### config.mk
export PLATFORM = sky130hd
export DESIGN_NAME = pulse_train_generator
export DESIGN_NICKNAME = d
export VERILOG_FILES = /design/src/rtl/pulse_train_pkg.sv /design/src/rtl/pulse_train_down_counter.sv /design/src/rtl/pulse_train_generator.sv
export SDC_FILE = /design/constraint.sdc
export NUM_CORES = 1
export LEC_CHECK = 0
export BUFFER_PORTS_ARGS = -buffer_cell sky130_fd_sc_hd__buf_2
export CAP_MARGIN = 20
export CORE_MARGIN = 2
export CORE_UTILIZATION = 42
export CTS_CLUSTER_SIZE = 25
export DETAILED_ROUTE_END_ITERATION = 10
export PLACE_DENSITY = 0.69
export SYNTH_ARGS = -nofsm -noshare
export SYNTH_HDL_FRONTEND = slang
export SYNTH_SLANG_ARGS = --single-unit
### constraint.sdc
create_clock -name clk -period 3.17 [get_ports clk]
set_clock_uncertainty 0.2 [all_clocks]
set_input_delay 0.317 -clock clk [delete_from_list [all_inputs] [get_ports clk]]
set_output_delay 0.317 -clock clk [all_outputs]
set_load 0.02 [all_outputs]
### src/rtl/pulse_train_pkg.sv
// Shared types and helpers for the pulse train generator.
package pulse_train_pkg;

  typedef enum logic [1:0] {
    IDLE = 2'd0,
    HIGH = 2'd1,
    LOW  = 2'd2,
    DONE = 2'd3
  } state_t;

  localparam int DEFAULT_CNT_W = 8;

  // A programmed length of 0 behaves as 1, so every phase lasts at least a cycle.
  function automatic int unsigned nz_len(input int unsigned len);
    return (len == 0) ? 1 : len;
  endfunction

endpackage

### src/rtl/pulse_train_down_counter.sv
// Loadable down-counter with zero flag; load wins over decrement, holds at 0.
module pulse_train_down_counter #(
  parameter int W = 8
) (
  input  logic         clk,
  input  logic         rst,
  input  logic         load_i,
  input  logic [W-1:0] load_val_i,
  input  logic         dec_i,
  output logic [W-1:0] cnt_o,
  output logic         zero_o
);

  logic [W-1:0] cnt_q, cnt_d;

  // Next count: reload, step down, or hold.
  always_comb begin
    cnt_d = cnt_q;
    if (load_i)                  cnt_d = load_val_i;
    else if (dec_i && cnt_q != '0) cnt_d = cnt_q - 1'b1;
  end

  // Count register, cleared by the asynchronous reset.
  always_ff @(posedge clk or negedge rst) begin
    if (!rst) cnt_q <= '0;
    else      cnt_q <= cnt_d;
  end

  assign cnt_o  = cnt_q;
  assign zero_o = (cnt_q == '0);

endmodule

### src/rtl/pulse_train_generator.sv
// Programmable pulse train: N pulses of H high cycles separated by L low cycles,
// with ready/busy/done handshake and abort.
module pulse_train_generator
  import pulse_train_pkg::*;
#(
  parameter int CNT_W = DEFAULT_CNT_W
) (
  input  logic             clk,
  input  logic             rst,
  input  logic             start,
  input  logic             abort,
  input  logic [CNT_W-1:0] high_len,
  input  logic [CNT_W-1:0] low_len,
  input  logic [CNT_W-1:0] pulse_cnt,
  output logic             ready,
  output logic             busy,
  output logic             pulse,
  output logic             done
);

  state_t           state_q, state_d;
  logic [CNT_W-1:0] high_m1_q, high_m1_d, low_m1_q, low_m1_d;
  logic [CNT_W-1:0] hi_in_m1, lo_in_m1;

  logic             ph_load, ph_dec, ph_zero;
  logic [CNT_W-1:0] ph_val, ph_cnt;
  logic             pc_load, pc_dec, pc_zero;
  logic [CNT_W-1:0] pc_cnt;
  logic             last_pulse;

  // Phase lengths minus one, straight from the inputs (used at acceptance).
  assign hi_in_m1 = CNT_W'(nz_len(32'(high_len)) - 1);
  assign lo_in_m1 = CNT_W'(nz_len(32'(low_len)) - 1);

  // The pulse counter still holds the current pulse; 1 (or 0) means this is the last.
  assign last_pulse = pc_zero || (pc_cnt == CNT_W'(1));

  pulse_train_down_counter #(.W(CNT_W)) u_phase_cnt (
    .clk       (clk),
    .rst       (rst),
    .load_i    (ph_load),
    .load_val_i(ph_val),
    .dec_i     (ph_dec),
    .cnt_o     (ph_cnt),
    .zero_o    (ph_zero)
  );

  pulse_train_down_counter #(.W(CNT_W)) u_pulse_cnt (
    .clk       (clk),
    .rst       (rst),
    .load_i    (pc_load),
    .load_val_i(pulse_cnt),
    .dec_i     (pc_dec),
    .cnt_o     (pc_cnt),
    .zero_o    (pc_zero)
  );

  // Next-state, config latch and counter control.
  always_comb begin
    state_d   = state_q;
    high_m1_d = high_m1_q;
    low_m1_d  = low_m1_q;
    ph_load   = 1'b0;
    ph_val    = high_m1_q;
    ph_dec    = 1'b0;
    pc_load   = 1'b0;
    pc_dec    = 1'b0;
    unique case (state_q)
      IDLE: begin
        // abort has priority over a simultaneous start
        if (start && !abort) begin
          high_m1_d = hi_in_m1;
          low_m1_d  = lo_in_m1;
          pc_load   = 1'b1;
          if (pulse_cnt != '0) begin
            state_d = HIGH;
            ph_load = 1'b1;
            ph_val  = hi_in_m1;
          end else begin
            state_d = DONE;
          end
        end
      end
      HIGH: begin
        if (abort) begin
          state_d = IDLE;
        end else if (ph_zero) begin
          pc_dec = 1'b1;
          if (last_pulse) begin
            state_d = DONE;
          end else begin
            state_d = LOW;
            ph_load = 1'b1;
            ph_val  = low_m1_q;
          end
        end else begin
          ph_dec = 1'b1;
        end
      end
      LOW: begin
        if (abort) begin
          state_d = IDLE;
        end else if (ph_zero) begin
          state_d = HIGH;
          ph_load = 1'b1;
          ph_val  = high_m1_q;
        end else begin
          ph_dec = 1'b1;
        end
      end
      DONE:    state_d = IDLE;
      default: state_d = IDLE;
    endcase
  end

  // State and latched configuration registers.
  always_ff @(posedge clk or negedge rst) begin
    if (!rst) begin
      state_q   <= IDLE;
      high_m1_q <= '0;
      low_m1_q  <= '0;
    end else begin
      state_q   <= state_d;
      high_m1_q <= high_m1_d;
      low_m1_q  <= low_m1_d;
    end
  end

  // Outputs decode the state register only, so pulse is glitch-free.
  assign ready = (state_q == IDLE);
  assign busy  = (state_q == HIGH) || (state_q == LOW);
  assign pulse = (state_q == HIGH);
  assign done  = (state_q == DONE);

endmodule

Word-level counts from Yosys, hierarchy flattened
Index checks and enable logic that the tools add are counted.
- bits in registers: 34
- bits in latches: 0
- memory bits (writable): 0
- memory bits (read-only): 0
- input bits: 28
- output and inout port bits: 4
- memories kept: 0
- add/subtract/negate cells: 4
- multipliers: 0
- div/mod/pow operators: 0
- $lt $le $gt $ge: 0
- eq/ne operators: 7
- shift-type cells: 0
- multiplexer cells: 34
- bitwise logic cells: 0
- reductions and logical operators: 19
- operators by type and width (cell ; count):
    two-way mux 8 bit ; 11
    zero test 8 bit ; 4
    subtractor 8 x 1 -> 8 bit, second input constant ; 4
    nonzero test 8 bit ; 3
    case mux 8 bit (2 select lines) ; 1
    two-way mux 1 bit ; 14
    two-way mux 2 bit ; 6
    equality test 8 x 1 -> 1 bit, second input constant ; 1
    case mux 2 bit (4 select lines) ; 1
    equality test 2 bit, second input constant ; 2
    nonzero test 2 bit ; 2
    logical AND 1 bit ; 3
    inequality test 3 x 2 -> 1 bit, second input constant ; 1
    inequality test 3 bit, second input constant ; 1
    case mux 1 bit (3 select lines) ; 1
    AND reduction 3 bit ; 1
    equality test 2 x 1 -> 1 bit, second input constant ; 1
    zero test 2 bit ; 1
    logical OR 1 bit ; 2
    inequality test 2 x 1 -> 1 bit, second input constant ; 1
    AND reduction 2 bit ; 1
    OR reduction 2 bit ; 1
    zero test 1 bit ; 1

Longest topological paths before layout
- word-level depth: 7
- depth in mapped cells: 9

By module
From an unflattened synthesis, not the netlist that was laid out.
- cell total of the unflattened synthesis: 293
- area total of the unflattened synthesis: 2536.2 µm²
- modules (own cells, without submodules) (module ; instances ; cells each ; area an instance (µm²) ; sequential area each (µm²)):
    pulse_train_generator ; 1 ; 177 ; 1480.2 ; 450.4
    pulse_train_down_counter ; 2 ; 58 ; 528.0 ; 200.2

Worst setup path before layout
Ideal clock, no wire load.
- path kind: register to register
- start: register u_phase_cnt.cnt_q[0] (netlist: u_phase_cnt.cnt_o[0])
- end: register u_pulse_cnt.cnt_q[4] (netlist: u_pulse_cnt.cnt_o[4])
- library setup time: 77 ps
- arrival: 2444 ps
- path slack: 449 ps
- cell stages (with the launch flop): 10
- path buffers: 2
- path through: dfrtp_1 -> inv_1 -> ha_1 -> or3b_2 -> clkbuf_1 -> or3_4 -> buf_6 -> or4b_1 -> xor2_1 -> a21oi_1
- longest elaborated chain between the ends: 6
- RTL lines (element ; line ; text):
    start: declaration ; pulse_train_down_counter.sv:14 ; logic [W-1:0] cnt_q, cnt_d;
    start signal: assignment ; pulse_train_down_counter.sv:26 ; else cnt_q <= cnt_d;
    zero test 8 bit ; pulse_train_down_counter.sv:30 ; assign zero_o = (cnt_q == '0);
    two-way mux 1 bit ; pulse_train_generator.sv:87 ; end else if (ph_zero) begin
    two-way mux 1 bit ; pulse_train_generator.sv:85 ; if (abort) begin
    two-way mux 1 bit ; pulse_train_generator.sv:68 ; unique case (state_q)
    logical AND 1 bit ; pulse_train_down_counter.sv:20 ; else if (dec_i && cnt_q != '0) cnt_d = cnt_q - 1'b1;
    nonzero test 2 bit (no source line) ; -- ;
    end signal: assignment ; pulse_train_down_counter.sv:26 ;
    end: declaration ; pulse_train_down_counter.sv:14 ;
Every way passes these cells.
A chain may end at the register's enable or synchronous reset.

Worst setup path after layout
Ends and elaborated chain as after synthesis.

==> metrics.md <==
| Metric | Value |
|---|---|
| Initial antenna violation count | 0 |
| Asr flop ratio synth | 1.00 |
| Post-synthesis register bit count | 34 |
| Max cap viols | 0 |
| Crit path DAT | about 2.7 ns |
| Fin cells | 365 |
| Area delta synth->final | 14.5% |
| CTS root buffer | clkbuf_8 |
| Placed Area | between 0.002 and 0.0025 mm² |
| Iteration-0 DRC Markers | approximately 110 |
| Starting Density | 0.435 |
| DR WL/cell | about 14 µm |
| CP Launch Type | flop |
| ANT nets after route | 0 |
| Clock sink count | 34 |
| Max Slew Vio Count | 0 |
| CTS tree | yes |
| Die H | a little under 80 µm |
| RSZ-0062 raised after global routing | no |
| Dpl hpwl | around 3.8 mm |
| EDFF count, synth | 0 |
| Final hold slack | 0.0911 ns |
| M1 GR Usage | 0.230 |
| Leak pwr | 1.07 nW |
| DRC Markers | 0 |
| Share of cells above drive strength 1 | 0.166 |
| Clk slew on worst S/H paths | approximately 0.06 ns |
| Worst path required time | approximately 3.1 ns |
| Worst-Skew Late Latency | between 0.2 and 0.3 ns |
| Die Span X | ~77 µm |
| Routed vias | 2031 |
| # setup viols final | 0 |
| Post-CTS Resized | 0 |
| Top Usage Layer GRT | met2 |
| Number of port buffers | 31 |
| Period minus WS final | ~2.7 ns |
| Post-synthesis sequential area ratio | 0.380 |
| Std cell rows | 26 |
| Vias in the first global route | between 1500 and 2000 |
| HP Class | input pin to flop |
| Syn_nets | 299 |
| Postcts setup bufs | 0 |
| Clock buffer depth | 2 |
| Final wirelength | roughly 5.0 mm |
| Gr usage total | 0.181 |
| Met2 Use GR | 0.300 |
| # diodes | 0 |
| Core area | approximately 0.0051 mm² |
| CTS HTree Levels | 2 |
| Syn Inst Count | between 200 and 300 |
| Drt first pass iters | 4 |
| Hold Fails Final Rpt | 0 |
| Final design area excluding fillers | around 0.0026 mm² |
| Unique masters post-synth | between 40 and 50 |
| Cell Pwr Density | 798 mW/mm² |
| First-pass GRT wire length | 8.60 mm |
| Critical path endpoint category | flop |
| VDD IR max | approximately 0.4 mV |
| Multi-input logic area | approximately 0.0013 mm² |
| IO Pins | 32 |
| FMAX | 366 MHz |
| Gpl congestion | about 0.93 |
| Final nets | 334 |
| Critical path class | flop to flop |
| Die area | approximately 0.006 mm² |
| Max-slew headroom | 0.502 |
| Setup TNS | 0 ns |
| FF+latch area | approximately 850 µm² |
| Top_reg_cell synth | dfrtp_1 |
| Fill cells | around 500 |
| Max FO, Critical Path | 11 |
| Slew @ Worst Pin | around 0.75 ns |
| Status | complete, no violations |
| Num CTS Buffers | 5 |
| Grt ovf | 0 |
| Post-Syn Area | roughly 0.0022 mm² |
| Hold buffer count at cts | 1 |
| Placed cells | 358 |
| Post-Syn Area per Cell | around 8.6 µm² |
| Via density | between 5 and 6 |
| Met3 Use GR | 0.0329 |
| Largest net degree at the start of global routing | 43 |
| Final Util | 0.499 |
| Period utilization | 0.861 |
| Ys Warns | 0 |
-- flip-flops by register name, indices dropped and copies added (netlist names) --
name / flops
high_m1_q: 8
low_m1_q: 8
u_phase_cnt.cnt_o: 8
u_pulse_cnt.cnt_o: 8
state_q: 2
-- cell usage in the layout (no fill, tap or decap), drive strengths merged, types with 6 or more instances in the layout --
cell type and count:
a21oi 17, a22oi 7, a31oi 10, buf 35
clkbuf 6, dfrtp 34, ha 10, inv 13
nand2 28, nor2 29, nor4 8, o21ai 22
or4 6, xnor2 16
-- metal layers --
| metal | routed length, µm | vias to the layer above |
|---|---|---|
| met5 | 0 | - |
| met4 | 108 | 0 |
| met3 | 206 | 12 |
| met2 | 2340 | 50 |
| met1 | 2310 | 949 |
| li1 | - | 1020 |
-- cells by family after synthesis --
| group | Yosys count | synth area share |
|---|---|---|
| AO/OA/AOI/OAI | 79 | 0.224 |
| XOR/XNOR | 19 | 0.0744 |
| adder cells (fa/ha/maj) | 10 | 0.0559 |
| buffers and inverters | 22 | 0.0414 |
| flip-flops | 34 | 0.380 |
| multiplexers | 3 | 0.0151 |
| AND/OR/NAND/NOR | 94 | 0.209 |
-- through the flow --
stage	setup slack, ns	total power, mW
after floorplan	0.449	1.47
after global placement	0.550	1.71
after detailed placement	0.461	1.73
after CTS	0.450	2.05
after global routing	0.320	2.23
final	0.440	2.05
-- final cells by class --
type / count / share of cell area
Clock buffer: 6 / 0.0322
Inverter: 14 / 0.0205
Multi-Input combinational cell: 205 / 0.505
Sequential cell: 34 / 0.332
Tap cell: 70 / 0.0342
Timing Repair Buffer: 36 / 0.0762
-- synth_stat cells, types with 2 or more instances --
library cell / n / share of area
a211oi_1: 5 / 0.017
a21o_1: 2 / 0.0067
a21oi_1: 17 / 0.038
a22oi_1: 7 / 0.023
a31oi_1: 10 / 0.028
clkbuf_1: 5 / 0.0084
dfrtp_1: 34 / 0.38
ha_1: 10 / 0.056
inv_1: 13 / 0.022
mux2_2: 3 / 0.015
nand2_1: 28 / 0.047
nand2b_1: 3 / 0.0084
nand3_1: 2 / 0.0045
nand3b_1: 3 / 0.010
nor2_1: 29 / 0.049
nor3_1: 4 / 0.0089
nor4_1: 7 / 0.020
o21ai_0: 21 / 0.047
o221ai_1: 2 / 0.0078
o31a_1: 3 / 0.012
o41ai_1: 2 / 0.0078
or3_1: 4 / 0.011
or4_1: 6 / 0.020
xnor2_1: 16 / 0.063
xor2_1: 3 / 0.012
-- power breakdown --
group	switching (mW)	total [mW]	internal, mW
Sequential	0.189	0.837	0.648
Combinational	0.527	0.896	0.369
Clock	0.145	0.312	0.167
-- critical path: stages, from the launching register on --
cell and delay [ns]:
dfrtp_1 0.41, inv_1 0.11, ha_1 0.15, or3b_2 0.52
or3_4 0.46, or4b_1 0.50, xor2_1 0.17, a21oi_1 0.08
-- path summary, 6_finish.rpt --
path                                 startpoint                   end  slack [ns]  cells past startpoint
max reg2reg                u_phase_cnt.cnt_o[0]  u_pulse_cnt.cnt_o[4]        0.44                      7
min in group asynchronous                   rst  u_pulse_cnt.cnt_o[0]        0.44                      2
min                                pulse_cnt[5]  u_pulse_cnt.cnt_o[5]        0.09                      3
max in group asynchronous                   rst          high_m1_q[4]        1.85                      2
min reg2reg                        high_m1_q[6]          high_m1_q[6]        0.28                      2
max                        u_phase_cnt.cnt_o[0]  u_pulse_cnt.cnt_o[4]        0.44                      7
No activity file was read; power rests on OpenSTA's default activity.
